==> config.mk <==
export PLATFORM = sky130hd
export DESIGN_NAME = nn_layer_sequencer
export DESIGN_NICKNAME = d
export VERILOG_FILES = /design/src/rtl/nn_layer_sequencer.sv
export SDC_FILE = /design/constraint.sdc
export NUM_CORES = 1
export LEC_CHECK = 0
export ABC_AREA = 1
export BUFFER_PORTS_ARGS = -buffer_cell sky130_fd_sc_hd__buf_2
export CORE_AREA = 2 2 39 41
export CTS_BUF_LIST = sky130_fd_sc_hd__clkbuf_4
export DETAILED_ROUTE_END_ITERATION = 10
export DIE_AREA = 0 0 41 43
export PLACE_DENSITY = 0.75
export SYNTH_ARGS = -nofsm -noshare
export SYNTH_HDL_FRONTEND = slang
export SYNTH_SLANG_ARGS = --single-unit
==> constraint.sdc <==
create_clock -name clk -period 1.6 [get_ports clk]
set_input_delay 0.24 -clock clk [delete_from_list [all_inputs] [get_ports clk]]
set_output_delay 0.24 -clock clk [all_outputs]
set_load 0.02 [all_outputs]
==> src/rtl/nn_layer_sequencer.sv <==
// Layer launch sequencer: settle, one-cycle go per layer, wait for done, advance; restart/abort aware.
// Optional watchdog in WAIT_DONE is compiled in with NN_SEQ_TIMEOUT_EN.
module nn_layer_sequencer #(
    parameter int unsigned NUM_LAYERS     = 2,
    parameter int unsigned IDX_W          = 3,
    parameter int unsigned PRE_WAIT       = 2,
    parameter int unsigned TIMEOUT_CYCLES = 65535
) (
    input  logic                  clk,
    input  logic                  reset,
    input  logic                  start,
    input  logic                  abort,
    input  logic [NUM_LAYERS-1:0] done_in,
    output logic [NUM_LAYERS-1:0] go,
    output logic [IDX_W-1:0]      layer_idx,
    output logic                  busy,
    output logic                  result_valid,
    output logic                  timeout_err
);

    localparam int unsigned SET_W = (PRE_WAIT > 1) ? $clog2(PRE_WAIT) : 1;

    typedef enum logic [2:0] {
        IDLE,
        SETTLE,
        GO,
        WAIT_DONE,
        FINISH
    } state_t;

    if (NUM_LAYERS < 2 || NUM_LAYERS > 8 || PRE_WAIT < 1 || TIMEOUT_CYCLES < 1
        || (2 ** IDX_W) < NUM_LAYERS) begin : g_param_err
        $error("nn_layer_sequencer: illegal parameter combination");
    end

    state_t           state_q, state_d;
    logic [IDX_W-1:0] idx_q, idx_d;
    logic [SET_W-1:0] settle_q, settle_d;
    logic             pend_q, pend_d;
    logic             done_sel;

`ifdef NN_SEQ_TIMEOUT_EN
    localparam int unsigned WD_W = $clog2(TIMEOUT_CYCLES + 1);
    logic [WD_W-1:0] wd_q, wd_d;
    logic            tmo_q, tmo_d;
`endif

    always_ff @(posedge clk or negedge reset) begin
        if (!reset) begin
            state_q  <= IDLE;
            idx_q    <= '0;
            settle_q <= '0;
            pend_q   <= 1'b0;
`ifdef NN_SEQ_TIMEOUT_EN
            wd_q     <= '0;
            tmo_q    <= 1'b0;
`endif
        end else begin
            state_q  <= state_d;
            idx_q    <= idx_d;
            settle_q <= settle_d;
            pend_q   <= pend_d;
`ifdef NN_SEQ_TIMEOUT_EN
            wd_q     <= wd_d;
            tmo_q    <= tmo_d;
`endif
        end
    end

    // Only the active layer's done bit is observed.
    always_comb begin
        done_sel = 1'b0;
        for (int unsigned i = 0; i < NUM_LAYERS; i++) begin
            if (idx_q == IDX_W'(i)) done_sel = done_in[i];
        end
    end

    always_comb begin
        state_d  = state_q;
        idx_d    = idx_q;
        settle_d = settle_q;
        pend_d   = pend_q;
`ifdef NN_SEQ_TIMEOUT_EN
        wd_d     = wd_q;
        tmo_d    = 1'b0;
`endif
        if (start && (state_q == SETTLE || state_q == GO || state_q == WAIT_DONE)) pend_d = 1'b1;

        case (state_q)
            IDLE: begin
                if (start && !abort) begin
                    state_d  = SETTLE;
                    idx_d    = '0;
                    settle_d = '0;
                    pend_d   = 1'b0;
                end
            end
            SETTLE: begin
                if (settle_q == SET_W'(PRE_WAIT - 1)) state_d = GO;
                else settle_d = settle_q + 1'b1;
            end
            GO: begin
                state_d = WAIT_DONE;
`ifdef NN_SEQ_TIMEOUT_EN
                wd_d    = '0;
`endif
            end
            WAIT_DONE: begin
                if (done_sel) begin
                    // A start seen in the same cycle as done counts as a pending restart.
                    if (pend_q || start) begin
                        pend_d   = 1'b0;
                        idx_d    = '0;
                        settle_d = '0;
                        state_d  = SETTLE;
                    end else if (idx_q < IDX_W'(NUM_LAYERS - 1)) begin
                        idx_d   = idx_q + 1'b1;
                        state_d = GO;
                    end else begin
                        state_d = FINISH;
                    end
                end
`ifdef NN_SEQ_TIMEOUT_EN
                else if (wd_q == WD_W'(TIMEOUT_CYCLES - 1)) begin
                    tmo_d   = 1'b1;
                    state_d = IDLE;
                    pend_d  = 1'b0;
                    idx_d   = '0;
                end else begin
                    wd_d = wd_q + 1'b1;
                end
`endif
            end
            FINISH: begin
                state_d = IDLE;
                idx_d   = '0;
                pend_d  = 1'b0;
            end
            default: begin
                state_d = IDLE;
                idx_d   = '0;
                pend_d  = 1'b0;
            end
        endcase

        if (abort && state_q != IDLE) begin
            state_d = IDLE;
            idx_d   = '0;
            pend_d  = 1'b0;
`ifdef NN_SEQ_TIMEOUT_EN
            tmo_d   = 1'b0;
`endif
        end
    end

    always_comb begin
        go = '0;
        for (int unsigned i = 0; i < NUM_LAYERS; i++) begin
            if (state_q == GO && idx_q == IDX_W'(i)) go[i] = 1'b1;
        end
        layer_idx    = idx_q;
        busy         = (state_q != IDLE);
        result_valid = (state_q == FINISH);
`ifdef NN_SEQ_TIMEOUT_EN
        timeout_err  = tmo_q;
`else
        timeout_err  = 1'b0;
`endif
    end

endmodule

After elaboration in Yosys (flattened, before gate mapping) --
Cells that the tools add are included. Widths: inputs -> output; s select.
Storage, ports and cells: register bits 8, output and inout port bits 8, input bits 6
Cells by class: eq/ne operators 13, $lt $le $gt $ge 1, reductions and logical operators 17, add/subtract/negate cells 2, mux-type cells 28
Operator list (count):
- $mux 3 | 11
- $mux 1 | 13
- $pmux 3 s4 | 1
- $pmux 3 s3 | 1
- $reduce_and 4->1 | 2
- $eq 3x1->1 const B | 2
- $eq 3x2->1 const B | 2
- $logic_not 3->1 | 2
- $ne 3x2->1 const B | 2
- $pmux 1 s3 | 2
- $reduce_bool 3->1 | 2
- $logic_and 1x1->1 | 5
- $ne 2x1->1 const B | 2
- $ne 2x2->1 const B | 2
- $ne 4x1->1 const B | 1
- $add 3x1->3 const B | 1
- $eq 3x3->1 const B | 1
- $logic_or 1x1->1 | 3
- $lt 3x1->1 const B | 1
- $ne 3x3->1 const B | 1
- $reduce_and 3->1 | 1
- $reduce_or 2->1 | 1
- $add 1x1->1 const B | 1
- $logic_not 1->1 | 1

Depth between registers and ports, before layout --
Gate-level depths: netlist of run 1.
depth in word-level cells 9, mapped depth 11, depth with buffers taken out 11

Worst setup path after synthesis of run 1 --
Ideal clock, no wire load.
path kind flip-flop to output port, from reg idx_q[1] (netlist: layer_idx[1]), to out go[1], buffers on the path 0, cell stages (with the launch flop) 4, data arrival time 1286 ps, slack 74 ps, path through dfrtp_1 inv_1 ha_1 nor3b_1
On the way: cells in the longest elaborated chain, start to end 3
Ends and longest elaborated chain:
- start: declaration | line 37 | logic [IDX_W-1:0] idx_q, idx_d;
- start signal: assignment | line 60 | idx_q <= idx_d;
- $eq 3x1->1 | line 159 | if (state_q == GO && idx_q == IDX_W'(i)) go[i] = 1'b1;
- $logic_and 1x1->1 | line 159
- $mux 1 | line 159
- end: declaration | line 14 | output logic [NUM_LAYERS-1:0] go,
No other way between the ends.

Worst setup path in the final report of run 1 --
from reg idx_q[0] (netlist: layer_idx[0]), to out go[0]
On the way: cells in the longest elaborated chain, start to end 3
Ends and longest elaborated chain (line):
- $logic_not 3->1 | 159
- $logic_and 1x1->1 | 159
- $mux 1 | 159
No other way between the ends.

==> results_dict.tcl, run 1 <==
set metrics [dict create \
    status "finished, final reports clean" \
    route.detailed.drc 0 \
    antenna_found_initial 0 \
    fin_crit_sh_pct 94.4 \
    synth_cell_types 19 \
    synth_warnings 0 \
    core_area_sq_um 1380 \
    drv_slew 0 \
    num_rows 14 \
    avgViaCountPerCell 4.82 \
    max_freq_ghz 0.662 \
    grt_max_degree 9 \
    skew_ns 0.000535 \
    ir_drop_mv 0.683 \
    synth_nets 109 \
    clock_sinks 8 \
    gp_congestion 0.787 \
    fillCellCount 133 \
    rsz0062_at_grt "false" \
    area_growth_pct 24.3 \
    multi_input_area_sq_um 403 \
    regArea_sq_um 201 \
    tns_ns 0 \
    dieArea_sq_um 1760 \
    worst_ep_required_time_ns 1.36 \
    grt_pass1_wl_microns 2180 \
    p_total_mw 1.12 \
    cap_violations 0 \
    nNetsFinal 131 \
    setup_viol_count_final 0 \
    wl_met2_microns 707 \
    cts_max_path_buffers 2 \
    slowest_delay_ns 0.42 \
    cts_tree "yes" \
    firstDrtPassIters 4 \
    clkSlewWorstSetupHoldPaths_ns 0.05 \
    track_usage_pct 17.9 \
    layout_min_cycle_time_ns 1.51 \
    synthSimpleGateAreaFrac_pct 46.7 \
    crit_type "flop to output pin" \
    crit_path_max_fanout 4 \
    vias 656 \
    hpwl_microns 1090 \
    grt_pass1_vias 557 \
    synth_top_family_by_area "simple AND/OR/NAND/NOR gates" \
    start_kind "flop" \
    start_util_pct 48.8 \
    dr.max_layer_used "met3" \
    postSynthCellCount 100 \
    synthAdderAreaFrac_pct 5.56 \
    synth_compound_area_share_pct 2.96 \
    crit_arrival_ns 1.27 \
    port_buffers 12 \
    r2r_setup_slack_ns 0.21 \
    synth.avg_cell_area_sq_um 6.76 \
    synthMuxAreaShare_pct 0 \
    insertion_delay_ns 0.25 \
    die_x_microns 41 \
    layout-drive-gt1-share_pct 36.7 \
    num_antenna_cells 0 \
    final_antenna_net_count 0 \
    wl_met1_microns 615 \
    drt-wirelength-per-cell_microns 10.2 \
    overflow 0 \
    root_buffer "clkbuf_4" \
    syn-cell-area_sq_um 676 \
    hold_viol 0 \
    synth.ff_latch_count 8 \
    hp-class "input port to asynchronous set/reset pin" \
    met3_length_microns 58 \
    synth_xor_area_share_pct 1.30 \
    path_cells "inv_2, ha_1, inv_1, nor3_2, buf_2" \
    end_kind "output pin" \
    synth-seq-area-share_pct 29.6 \
    drtIter0Drc 10 \
    cts_inserted_buffers 3 \
    p_leak_nw 0.511 \
    design.portCount 14 \
    wl_microns 1380 \
    die_h_microns 43 \
    slowest_stage "dfrtp_1" \
    power_density_nw_per_um2 1330 \
    ctsHtreeMaxLevel 1 \
]
==> routing by layer <==
layer	up-vias	track usage, %
met5	-	0
met4	0	2.00
met3	0	6.28
met2	19	30.0
met1	293	21.7
li1	344	-
==> cells by family (layout without fill, tap and decap cells) <==
group,count (synthesis),after routing
buffers and inverters,23,43
other,1,1
and+or+nand+nor,60,60
adders and majority gates,3,3
AOI/OAI and AO/OA,4,4
DFF,8,8
xor gates and xnor gates,1,1
==> synth_stat cells <==
library cell | number | area share [%]
nand4_1 | 2 | 1.9
conb_1 | 1 | 0.56
inv_1 | 19 | 11
nand2_1 | 20 | 11
nand2_4 | 2 | 3.3
nor2_1 | 11 | 6.1
nor3_1 | 3 | 2.2
nand3_1 | 10 | 7.4
nor2_4 | 3 | 5.0
a21oi_1 | 1 | 0.74
ha_1 | 3 | 5.6
buf_4 | 1 | 1.1
inv_2 | 3 | 1.7
nor3b_1 | 1 | 1.1
o21ai_0 | 3 | 2.2
xnor2_1 | 1 | 1.3
nand3_2 | 2 | 3.0
nand2_2 | 6 | 5.6
dfrtp_1 | 8 | 30
==> critical path: cells and delay by family (launching register included) <==
kind / cells / cell delay, ns
adders and majority gates: 1 / 0.14
and+or+nand+nor: 1 / 0.14
buffers and inverters: 3 / 0.32
DFF: 1 / 0.42
==> worst paths after layout <==
kind                               from           end  depth (start not counted)
hold reg to reg                settle_q      settle_q                          2
setup reg to reg           layer_idx[0]  layer_idx[2]                         10
max in group asynchronous         reset    state_q[0]                          2
hold / removal                    reset    state_q[2]                          2
min in group clk                  abort    state_q[1]                          4
setup / recovery           layer_idx[0]         go[0]                          5
==> placed cells by master (no fill, tap or decap), drive strengths merged <==
cell type,Yosys,layout
nor3b,1,1
dfrtp,8,8
clkbuf,0,3
nand2,28,28
nand3,12,12
nor3,3,3
conb,1,1
ha,3,3
nor2,14,14
a21oi,1,1
nand4,2,2
inv,22,22
buf,1,17
o21ai,3,3
dlygate4sd3,0,1
xnor2,1,1
==> metrics by stage <==
| step | std cells | worst slack, ns | util, % | area, sq um | hold slack (ns) |
|---|---|---|---|---|---|
| 3_5_place_dp | 127 | 0.166 | 54.1 | 748 | 0.0913 |
| 4_1_cts | 131 | 0.0114 | 56.9 | 787 | 0.357 |
| 3_3_place_gp | 127 | 0.218 | 54.1 | 748 | 0.0882 |
| 2_1_floorplan | 100 | 0.0737 | - | 676 | -0.0556 |
| 5_1_grt | 136 | 0.0153 | 60.7 | 840 | 0.370 |
| 6_report | 136 | 0.0897 | 60.7 | 840 | 0.361 |
==> power breakdown <==
| group | total [mW] | leakage, nW | switching (mW) | internal [mW] |
|---|---|---|---|---|
| logic | 0.665 | 0.393 | 0.434 | 0.232 |
| registers | 0.300 | 0.105 | 0.0456 | 0.255 |
| clock network | 0.151 | 0.0138 | 0.0656 | 0.0856 |
| total | 1.12 | 0.511 | 0.545 | 0.572 |
==> registers in the layout, summed over array words and instances, names as in the netlist <==
| name | count |
|---|---|
| pend_q | 1 |
| settle_q | 1 |
| state_q | 3 |
| layer_idx | 3 |
==> area by class of cell <==
type	instances	area share, %
inverter	22	9.84
timing repair buffer	18	13.1
sequential	8	24.0
clock buffer	3	2.68
tap	16	2.38
multi-input combinational	69	48.0
==> what timing repair did <==
action | in CTS | in global routing
setup buffers | 0 | 5
resized for setup | 2 | 7
setup endpoints to repair | 2 | 2
pin swaps | 0 | 0
hold buffers | 1 | 0
endpoints found under the hold margin | 8 | 0
No activity file was read; power rests on OpenSTA's default activity.
==> run 2: changes to the inputs <==
Settings changed: CORE_AREA 2 2 39 41 to not set, CORE_MARGIN set to 1, CORE_UTILIZATION set to 50, DIE_AREA 0 0 41 43 to not set, PLACE_DENSITY 0.75 to 0.74.
==> run 2 against run 1 <==
Against the previous run: sequential cell count unchanged; power is 2.2% lower; clock skew about the same; global-route usage increased by 5.4 points; largest power group unchanged; utilization is 8.8 points higher; routed wire length increased by 2.0%; via count down 1.4%; clock power decreased by 9%; sequential power is 7.0% higher; non-clock buffer count shrank 2; sequential share of layout area is 0.44 points higher; clock-buffer cell count unchanged.
==> results_dict.tcl, run 2 (synthesis gave the netlist of run 1 again) <==
set metrics [dict create \
    status "finished, final reports clean" \
    final_cells 132 \
    grt_pass1_vias 553 \
    die_h_microns 38.8 \
    cp_top_family "flip-flops" \
    setup_viol_count_final 0 \
    core_area_sq_um 1190 \
    path_buf_inv 2 \
    die_x_microns 38.8 \
    cts_inserted_buffers 3 \
    num_antenna_cells 0 \
    insertion_delay_ns 0.24 \
    seqPwrFrac_pct 29.4 \
    crit_type "flop to output pin" \
    clock_sinks 8 \
    dp_cells 125 \
    power_frac_comb_pct 57.9 \
    grt_pass1_wl_microns 2300 \
    design.portCount 14 \
    clkSlewWorstSetupHoldPaths_ns 0.05 \
    top_usage_layer "met2" \
    root_buffer "clkbuf_4" \
    rsz0062_at_grt "false" \
    reg2reg_from "layer_idx[0]" \
    r2r_setup_slack_ns 0.15 \
    start_kind "flop" \
    crit_path_end "go[1]" \
    vias 647 \
    internal-power_mw 0.555 \
    antenna_found_initial 0 \
    r2r-end "state_q[0]" \
    clockPowerShare_pct 12.7 \
    start_util_pct 57.0 \
    route.detailed.drc 0 \
    drtIter0Drc 24 \
    path_cells "inv_2, nand3_2, nor3b_2, buf_4" \
    max_freq_ghz 0.652 \
    crit_path_max_fanout 5 \
    p_switching_mw 0.537 \
    reg2regPathDepth 11 \
    drt-wirelength-per-cell_microns 10.7 \
    final_antenna_net_count 0 \
    ir_drop_mv 1.01 \
    p_leak_nw 0.498 \
    wl_microns 1410 \
    hp-class "input port to asynchronous set/reset pin" \
    ctsHtreeMaxLevel 1 \
    dieArea_sq_um 1500 \
    mostFrequentLayoutCells "20 x nand2_1, 16 x inv_1, 11 x nor2_1" \
    overflow 0 \
    layout-drive-gt1-share_pct 35.6 \
    power_density_nw_per_um2 1320 \
    p_total_mw 1.09 \
    swShare_pct 49.2 \
    tns_ns 0 \
    port_buffers 12 \
    num_rows 12 \
    crit_path_start "state_q[2]" \
    cap_violations 0 \
    hpwl_microns 1050 \
    avgViaCountPerCell 4.90 \
    fillCellCount 111 \
    met3_usage_pct 3.47 \
    regArea_sq_um 201 \
    skew_ns 0.000591 \
    multi_input_area_sq_um 403 \
    crit_cells 4 \
    end_kind "output pin" \
    worst_ep_required_time_ns 1.36 \
    gr-usage-met1_pct 30.8 \
    final_common_cell "nand2_1" \
    use_met2_pct 35.8 \
    cts_tree "yes" \
    track_usage_pct 23.2 \
    slowest_delay_ns 0.44 \
    hold_ws_ns 0.359 \
    hold_viol 0 \
    area_growth_pct 22.0 \
    crit_arrival_ns 1.29 \
    cts_max_path_buffers 2 \
    grt_max_degree 9 \
    layout_min_cycle_time_ns 1.53 \
    gp_congestion 0.837 \
    nNetsFinal 129 \
    slowest_stage "dfrtp_1" \
    drv_slew 0 \
    firstDrtPassIters 4 \
    fin_crit_sh_pct 95.9 \
]
-- run 2: changes by cell type in the layout (fill, tap and decap cells not counted), sizes merged --
cell  change
buf       -2
-- run 2: power groups by stage --
| stage | Sequential (mW) | Clock, mW | Combinational (mW) |
|---|---|---|---|
| floorplan | 0.304 | 0 | 0.484 |
| global placement | 0.314 | 0 | 0.594 |
| detailed placement | 0.313 | 0 | 0.602 |
| CTS | 0.315 | 0.148 | 0.612 |
| global route | 0.326 | 0.157 | 0.710 |
| finish | 0.321 | 0.138 | 0.633 |
-- run 2: timing repair --
| action | CTS | global route |
|---|---|---|
| endpoints found under the hold margin | 8 | 0 |
| endpoints found under the setup margin | 1 | 2 |
| hold buffers | 1 | 0 |
| pin swaps | 0 | 0 |
| gates resized for setup | 3 | 7 |
| setup buffers | 0 | 3 |
-- run 2: layout make-up --
cell class	instances	share of cell area, %
Multi-Input combinational cell	69	48.9
Sequential cell	8	24.4
Timing Repair Buffer	16	11.8
Inverter	22	10.0
Clock buffer	3	2.73
Tap cell	14	2.12
-- run 2: per-layer routing --
| layer | routed length (microns) | part of all wire (%) |
|---|---|---|
| met1 | 692 | 49 |
| met2 | 656 | 47 |
| met3 | 47 | 3.3 |
| met4 | 11 | 0.78 |
| met5 | 0 | 0 |
-- run 2: how the worst min path moves through the flow --
stage,slack [ns],end,cells past startpoint
after global routing,0.38,state_q[1],2
final,0.36,state_q[1],2
after global placement,0.09,layer_idx[0],1
after CTS,0.35,state_q[1],2
after detailed placement,0.08,layer_idx[0],1
after floorplan,-0.06,layer_idx[0],0
-- run 2: metrics by stage --
| stage | cell area [sq um] | util [%] | setup WS (ns) |
|---|---|---|---|
| after detailed placement | 746 | 62.9 | 0.152 |
| after global placement | 746 | 62.9 | 0.182 |
| after global routing | 825 | 69.5 | 0.00144 |
| after CTS | 790 | 66.6 | 0.0500 |
| after floorplan | 676 | - | 0.0737 |
| final | 825 | 69.5 | 0.0664 |
==> run 3: changes to the inputs <==
Settings changed: PLACE_DENSITY 0.74 to 0.77.
Clock period 1.6 ns to 1.4 ns, I/O delays scaled along.
==> run 3 against run 2 <==
Against the previous run: setup slack got worse by 0.13 ns; the run now ends with negative setup slack left; design area rose by 13%; critical path depth rose by 1; first-iteration DRC count fell by 63%; routed wire length rose by 15%; final cell count rose by 5.3%; sequential share of layout area fell by 2.5 points; clock power rose by 56%; clock skew rose by 0.015 ns.
==> results_dict.tcl, run 3 (synthesis gave the netlist of run 1 again) <==
set metrics [dict create \
    status "complete, but fails checks" \
    violations "negative setup slack" \
    start_kind "flop" \
    skew_ns 0.0155 \
    setup_slack_ns -0.0633 \
    die_x_microns 38.8 \
    cts_tree "yes" \
    num_rows 12 \
    insertion_delay_ns 0.26 \
    start_util_pct 57.0 \
    internal-power_mw 0.747 \
    ctsHtreeMaxLevel 1 \
    cap_violations 0 \
    drtIter0Drc 9 \
    crit_type "flop to output pin" \
    mostFrequentLayoutCells "18 x nand2_1, 16 x inv_1, 11 x buf_4" \
    power_density_nw_per_um2 1560 \
    hold_viol 0 \
    fin_crit_sh_pct 105 \
    rsz0062_at_grt "true" \
    seqPwrFrac_pct 23.6 \
    p_total_mw 1.45 \
    power_frac_comb_pct 61.7 \
    max_freq_ghz 0.683 \
    num_antenna_cells 0 \
    final_cells 139 \
    drt-wirelength-per-cell_microns 11.6 \
    gp_congestion 0.823 \
    final_antenna_net_count 0 \
    setup_viol_count_final 6 \
    core_area_sq_um 1190 \
    overflow 0 \
    end_kind "output pin" \
    ir_drop_mv 1.11 \
    hpwl_microns 1160 \
    layout_min_cycle_time_ns 1.46 \
    p_switching_mw 0.707 \
    clkSlewWorstSetupHoldPaths_ns 0.07 \
    crit_arrival_ns 1.25 \
    design.portCount 14 \
    grt_pass1_vias 595 \
    antenna_found_initial 0 \
    route.detailed.drc 0 \
    root_buffer "clkbuf_4" \
    track_usage_pct 24.3 \
    nNetsFinal 135 \
    fin_util_pct 78.4 \
    grt_max_degree 9 \
    worst_ep_required_time_ns 1.19 \
    layout-drive-gt1-share_pct 44.0 \
    dieArea_sq_um 1500 \
    p_leak_nw 0.537 \
    final_common_cell "nand2_1" \
    drv_slew 0 \
    avgViaCountPerCell 5.10 \
    firstDrtPassIters 4 \
    grt_pass1_wl_microns 2390 \
    port_buffers 12 \
    cts_inserted_buffers 3 \
    fillCellCount 83 \
    vias 709 \
    swShare_pct 48.6 \
    tns_ns -0.167 \
    wl_microns 1610 \
    clockPowerShare_pct 14.8 \
    hp-class "input port to asynchronous set/reset pin" \
    area_growth_pct 37.6 \
    die_h_microns 38.8 \
    cts_max_path_buffers 2 \
    clock_sinks 8 \
    dp_cells 130 \
    crit_path_max_fanout 3 \
    place_ws_ns -0.0121 \
]
[run 3: final timing paths]
check / start / to / slack (ns) / cells after the start
setup / recovery: layer_idx[0] / go[0] / -0.06 / 5
hold / removal: reset / layer_idx[2] / 0.30 / 2
setup reg to reg: layer_idx[0] / layer_idx[2] / -0.04 / 10
hold reg to reg: settle_q / settle_q / 0.51 / 2
max in group asynchronous: reset / settle_q / 0.91 / 2
min in group clk: abort / state_q[1] / 0.34 / 4
[run 3: cell type report]
type | count | area, sq um | area share [%]
multi-input combinational | 69 | 450 | 48.5
tap | 14 | 17.5 | 1.88
sequential | 8 | 204 | 21.9
timing repair buffer | 22 | 143 | 15.3
inverter | 22 | 85.1 | 9.15
clock buffer | 4 | 30.0 | 3.23
[run 3: through the flow]
step           cell area [sq um]  hold WS, ns
2_1_floorplan                688      -0.0856
3_3_place_gp                 796       0.0603
3_5_place_dp                 796       0.0616
4_1_cts                      863        0.317
5_1_grt                      930        0.341
6_report                     930        0.303
[run 3: what timing repair did]
item                                   in CTS  in global routing
hold buffers                                1                  0
endpoints found under the hold margin       8                  0
buffers inserted                            2                  2
pin swaps                                   0                  3
resized for setup                           6                 13
setup endpoints to repair                   6                 11
[run 3: worst max-delay path, stage by stage (launching register included)]
cell and delay, ns:
dfrtp_2 0.44, inv_2 0.08, ha_4 0.12, inv_2 0.03
nor3_2 0.16, buf_4 0.16
[run 3: metal layers]
metal  vias up  GRT usage (%)  wire, microns
met5         -              0              0
li1        354              -              -
met3         7           3.47             94
met1       314           32.0            738
met4         0           12.9             42
met2        34           37.9            737
[run 3: power by group through the flow]
stage               clock network [mW]  logic (mW)  registers, mW
floorplan                            0       0.558          0.349
global placement                     0       0.723          0.346
detailed placement                   0       0.738          0.348
CTS                              0.220       0.794          0.332
global route                     0.236       0.990          0.348
finish                           0.215       0.897          0.343
